**config.mk**
```make
export PLATFORM = sky130hd
export DESIGN_NAME = bus_wait_sequencer
export DESIGN_NICKNAME = d
export VERILOG_FILES = /design/src/rtl/bus_wait_sequencer.sv
export SDC_FILE = /design/constraint.sdc
export NUM_CORES = 1
export LEC_CHECK = 0
export BUFFER_PORTS_ARGS = -buffer_cell sky130_fd_sc_hd__buf_2
export CAP_MARGIN = 20
export CORE_UTILIZATION = 25
export DETAILED_ROUTE_END_ITERATION = 6
export PLACE_DENSITY = 0.43
export SETUP_SLACK_MARGIN = 0.4
export SKIP_CTS_REPAIR_TIMING = 1
export SLEW_MARGIN = 10
export SYNTH_ARGS = -nofsm -noshare
export SYNTH_HDL_FRONTEND = slang
export SYNTH_SLANG_ARGS = --single-unit
```
**constraint.sdc**
```tcl
create_clock -name clk -period 3 [get_ports clk]
set_clock_uncertainty 0.05 [all_clocks]
set_input_delay 0.6 -clock clk [delete_from_list [all_inputs] [get_ports clk]]
set_output_delay 0.6 -clock clk [all_outputs]
set_load 0.005 [all_outputs]
```
**src/rtl/bus_wait_sequencer.sv**
```systemverilog
// Purpose: generates the 6502 phase clock and the VIA clock, stretching the high phase per decoded region.
// Latency: sel and table capture on the LOW->HIGH edge; the high phase lasts 1+W clk, plus ext_rdy waits up to TIMEOUT clk.
// Backpressure: ext_rdy low holds the high phase after the wait count expires, until the timeout forces a release.
module bus_wait_sequencer #(
    parameter int NREG    = 4,
    parameter int WAIT_W  = 4,
    parameter int TIMEOUT = 255
) (
    input  logic                    clk,
    input  logic                    rst,
    input  logic [NREG-1:0]         sel_i,
    input  logic                    ext_rdy_i,
    input  logic                    cfg_we_i,
    input  logic [$clog2(NREG)-1:0] cfg_idx_i,
    input  logic [WAIT_W-1:0]       cfg_wait_i,
    input  logic                    timeout_clr_i,
    output logic                    sys_clk_o,
    output logic                    via_clk_o,
    output logic [NREG-1:0]         strb_n_o,
    output logic                    stretching_o,
    output logic                    cycle_done_o,
    output logic                    timeout_flag_o
);

    localparam int IDX_W  = $clog2(NREG);
    localparam int TCNT_W = (TIMEOUT > 0) ? $clog2(TIMEOUT + 1) : 1;
    localparam logic [TCNT_W-1:0] TMAX = TCNT_W'(TIMEOUT);

    typedef enum logic {
        ST_LOW  = 1'b0,
        ST_HIGH = 1'b1
    } state_t;

    state_t              state_q, state_d;
    logic [WAIT_W-1:0]   table_q [NREG];
    logic                hit_q, hit_d;
    logic [WAIT_W-1:0]   wcnt_q, wcnt_d;
    logic [TCNT_W-1:0]   tcnt_q, tcnt_d;
    logic [NREG-1:0]     strb_n_q, strb_n_d;
    logic                stretching_q, stretching_d;
    logic                cycle_done_q, cycle_done_d;
    logic                timeout_flag_q, timeout_flag_d;
    logic                via_clk_q;
    logic [IDX_W-1:0]    sel_idx;
    logic                sel_any;
    logic                forced_rel;

    assign sel_any = |sel_i;

    // Priority encoder: the lowest-numbered active select owns the cycle.
    always_comb begin
        sel_idx = '0;
        for (int i = NREG - 1; i >= 0; i--) begin
            if (sel_i[i]) begin
                sel_idx = i[IDX_W-1:0];
            end
        end
    end

    // Next-state logic: LOW is always one clk; HIGH counts down the wait, then waits on ext_rdy with a cap.
    always_comb begin
        state_d      = state_q;
        hit_d        = hit_q;
        wcnt_d       = wcnt_q;
        tcnt_d       = tcnt_q;
        strb_n_d     = strb_n_q;
        stretching_d = 1'b0;
        cycle_done_d = 1'b0;
        forced_rel   = 1'b0;
        case (state_q)
            ST_LOW: begin
                state_d  = ST_HIGH;
                tcnt_d   = '0;
                strb_n_d = '1;
                if (sel_any) begin
                    hit_d             = 1'b1;
                    wcnt_d            = table_q[sel_idx];
                    strb_n_d[sel_idx] = 1'b0;
                end else begin
                    hit_d  = 1'b0;
                    wcnt_d = '0;
                end
            end
            ST_HIGH: begin
                if (wcnt_q != '0) begin
                    wcnt_d       = wcnt_q - WAIT_W'(1);
                    stretching_d = 1'b1;
                end else if (!hit_q || ext_rdy_i) begin
                    state_d      = ST_LOW;
                    strb_n_d     = '1;
                    cycle_done_d = 1'b1;
                end else if (tcnt_q < TMAX) begin
                    tcnt_d       = tcnt_q + TCNT_W'(1);
                    stretching_d = 1'b1;
                end else begin
                    state_d      = ST_LOW;
                    strb_n_d     = '1;
                    cycle_done_d = 1'b1;
                    forced_rel   = 1'b1;
                end
            end
            default: begin
                state_d  = ST_LOW;
                strb_n_d = '1;
            end
        endcase
        // A forced release outranks a clear on the same edge so the event is never lost.
        if (forced_rel) begin
            timeout_flag_d = 1'b1;
        end else if (timeout_clr_i) begin
            timeout_flag_d = 1'b0;
        end else begin
            timeout_flag_d = timeout_flag_q;
        end
    end

    // State and cycle registers; reset aborts any cycle in flight.
    always_ff @(posedge clk) begin
        if (!rst) begin
            state_q        <= ST_LOW;
            hit_q          <= 1'b0;
            wcnt_q         <= '0;
            tcnt_q         <= '0;
            strb_n_q       <= '1;
            stretching_q   <= 1'b0;
            cycle_done_q   <= 1'b0;
            timeout_flag_q <= 1'b0;
        end else begin
            state_q        <= state_d;
            hit_q          <= hit_d;
            wcnt_q         <= wcnt_d;
            tcnt_q         <= tcnt_d;
            strb_n_q       <= strb_n_d;
            stretching_q   <= stretching_d;
            cycle_done_q   <= cycle_done_d;
            timeout_flag_q <= timeout_flag_d;
        end
    end

    // Wait-count table; new values only matter at the next LOW->HIGH capture.
    always_ff @(posedge clk) begin
        if (!rst) begin
            for (int i = 0; i < NREG; i++) begin
                table_q[i] <= '0;
            end
        end else if (cfg_we_i) begin
            table_q[cfg_idx_i] <= cfg_wait_i;
        end
    end

    // VIA clock free-runs at clk/2 and never sees the stretch.
    always_ff @(posedge clk) begin
        if (!rst) begin
            via_clk_q <= 1'b0;
        end else begin
            via_clk_q <= ~via_clk_q;
        end
    end

    assign sys_clk_o      = (state_q == ST_HIGH);
    assign via_clk_o      = via_clk_q;
    assign strb_n_o       = strb_n_q;
    assign stretching_o   = stretching_q;
    assign cycle_done_o   = cycle_done_q;
    assign timeout_flag_o = timeout_flag_q;

endmodule
```
==> flow_metrics.py <==
metrics = {
    "status": {
        "status": "completed",
    },
    "cts": {
        "htree_levels": 2,
        "cts_tree": "yes",
        "clock-sinks": 38,
        "clkLatencyLatePin_ns": 0.29,
        "cts_buffers": 5,
        "cts_root_buf": "clkbuf_8",
        "cts_max_path_buffers": 2,
        "path_clk_slew_ns": 0.08,
    },
    "floorplan": {
        "die_h_um": 86.1,
        "num_io_pins": 24,
        "die_x_um": 86.1,
        "dieArea_mm2": 0.00741,
        "initial_core_util": 0.260,
        "design.core.area_mm2": 0.00679,
        "core.rowCount": 30,
    },
    "worst_setup_path": {
        "crit_type": "flop to flop",
        "cp_top_family": "simple AND/OR/NAND/NOR gates",
        "crit_fanout": 10,
        "cpPeakStageDelay_ns": 0.45,
        "r2r-end": "tcnt_q[6]",
        "ff2ff_setup_slack_ns": 1.04,
        "reg2reg_depth": 6,
        "critPathArrivalTime_ns": 2.13,
        "path_cells": "inv_1 > ha_1 > nor3b_4 > o211ai_1 > or3_1 > a21oi_1",
        "cp-end-kind": "flop",
        "cp_num_buf_inv": 1,
        "cp.required_ns": 3.17,
        "start_kind": "flop",
        "r2r_start": "wcnt_q[0]",
        "cp_slowest_cell": "nor3b_4",
    },
    "synth": {
        "synth_area_leader_cell": "edfxtp_1",
        "async_flop_share": 0,
        "synth_edf_count": 16,
        "synth_common_cells": "dfxtp_1 (22), nand2_1 (17), edfxtp_1 (16)",
        "synth_seq_cells": 38,
        "synthCells": 175,
        "synth_most_common_cell": "dfxtp_1",
        "ys_top_cells_by_area": "edfxtp_1 (27%), dfxtp_1 (25%), and2_1 (4.2%)",
        "avgSynthCellArea_um2": 10.1,
        "ys.flop_type": "dfxtp_1",
        "synth_area_mm2": 0.00177,
        "postSynthNetCount": 192,
        "yosysTopAreaCellShare": 0.272,
        "yosys.cell_types.count": 41,
        "yosysSeqAreaShare": 0.521,
        "yosysWarnings": 0,
    },
    "final_layout": {
        "fin_cells": 297,
        "diodes": 0,
        "finish.utilization": 0.308,
        "multiInputGateArea_um2": 805,
        "regArea_um2": 921,
        "finalNetCount": 217,
        "drive_gt1_frac": 0.174,
        "final_area_mm2": 0.00209,
        "fillers": 728,
        "syn_to_final_growth_pct": 18.3,
    },
    "place": {
        "place_congestion": 0.796,
        "io_buffers": 23,
        "detailedPlace.worstSlack_ns": 1.01,
        "hpwl_mm": 2.81,
        "dp_cells": 289,
        "dpl-instance-area_mm2": 0.00198,
    },
    "sta": {
        "tightest_slew_ns": 0.667,
        "maxSlewViolCount": 0,
        "fin_crit_ns": 1.96,
        "setup_viol": 0,
        "tns_ns": 0,
        "slew_headroom": 0.555,
        "fin_ws_ns": 1.04,
        "max_freq_mhz": 509,
        "timing.final.crit_share": 0.655,
        "hold_viol": 0,
        "rsz0062_at_grt": "no",
    },
    "global_route": {
        "grt_usage": 0.109,
        "grt_pass1_wl_mm": 6.22,
        "antenna_found_initial": 0,
        "grt.overflow.total": 0,
        "grt_pass1_vias": 1295,
        "grt_max_degree": 19,
    },
    "worst_hold_path": {
        "hold_end": "via_clk_o",
        "worstHoldStart": "via_clk_o",
        "hold_class": "flop to flop",
        "holdPathStages": 1,
    },
    "flow_run": {
        "drv_cap": 0,
    },
    "detailed_routing": {
        "vias_per_cell": 4.45,
        "first_iter_violations": 48,
        "ant_nets": 0,
        "drt-pass1-iter-count": 4,
        "drt_wl_total_mm": 3.72,
        "wire_per_inst_um": 12.5,
        "dr_total_vias": 1323,
        "drcViolationCount": 0,
    },
    "power": {
        "power_density_mw_per_mm2": 594,
        "p_leak_nw": 0.775,
        "vdd_drop_max_v": 0.000175,
    },
}
==> layout make-up <==
cell class                      instances  share of cell area
Clock buffer                            5              0.0329
Clock inverter                          3              0.0191
Inverter                                6              0.0108
Multi-Input combinational cell        126               0.385
Sequential cell                        38               0.440
Tap cell                               96              0.0574
Timing Repair Buffer                   23              0.0550
==> per-layer routing <==
layer | share of wire | wire length (µm) | global-route usage
met1 | 0.47 | 1760 | 0.132
met5 | 0 | 0 | 0
met2 | 0.47 | 1740 | 0.180
met4 | 0.020 | 74 | 0.0500
met3 | 0.038 | 143 | 0.0308
==> cell usage in the layout, fill, tap and decap left out, types with 6 or more instances in the layout <==
cell      instances
nand2_1          17
and2_1           12
dfxtp_1          22
o21ai_0           7
a21oi_1          12
inv_1             6
nor2_1           10
edfxtp_1         16
buf_2            23
==> worst max-delay path by stage <==
stage | start | to | slack (ns) | depth (start not counted)
finish | wcnt_q[0] | tcnt_q[6] | 1.04 | 6
global route | wcnt_q[0] | tcnt_q[6] | 0.84 | 6
CTS | wcnt_q[0] | tcnt_q[6] | 1.02 | 6
detailed placement | ext_rdy_i | strb_n_o[1] | 1.01 | 5
global placement | ext_rdy_i | strb_n_o[1] | 1.02 | 5
floorplan | wcnt_q[0] | tcnt_q[7] | 1.24 | 6
==> sequential cells by signal, indices dropped and copies added, names as in the netlist <==
register and flops:
cycle_done_o 1, hit_q 1, strb_n_o 4, stretching_o 1, sys_clk_o 1, table_q 16
tcnt_q 8, timeout_flag_o 1, via_clk_o 1, wcnt_q 4
==> report_power, final <==
| part | internal (W) | switching [W] |
|---|---|---|
| sequential | 0.000580 | 0.0000354 |
| combinational | 0.0000852 | 0.000112 |
| clock | 0.000245 | 0.000185 |
| total | 0.000910 | 0.000332 |
==> cell families (layout without fill, tap and decap cells) <==
family / after synthesis / in the layout / synth area share
compound gates: 43 / 43 / 0.168
xor+xnor: 5 / 5 / 0.0248
fa+ha+maj: 2 / 2 / 0.0142
buf+inv: 11 / 37 / 0.0241
flops: 38 / 38 / 0.521
mux: 4 / 4 / 0.0226
simple gates: 72 / 72 / 0.225
==> stage by stage <==
step / power [W] / hold slack, ns
after floorplan: 0.000763 / 0.351
after global placement: 0.000829 / 0.342
after detailed placement: 0.000827 / 0.345
after CTS: 0.00126 / 0.355
after global routing: 0.00131 / 0.390
final: 0.00124 / 0.353
Note: power is estimated with default switching activity, not from simulation.
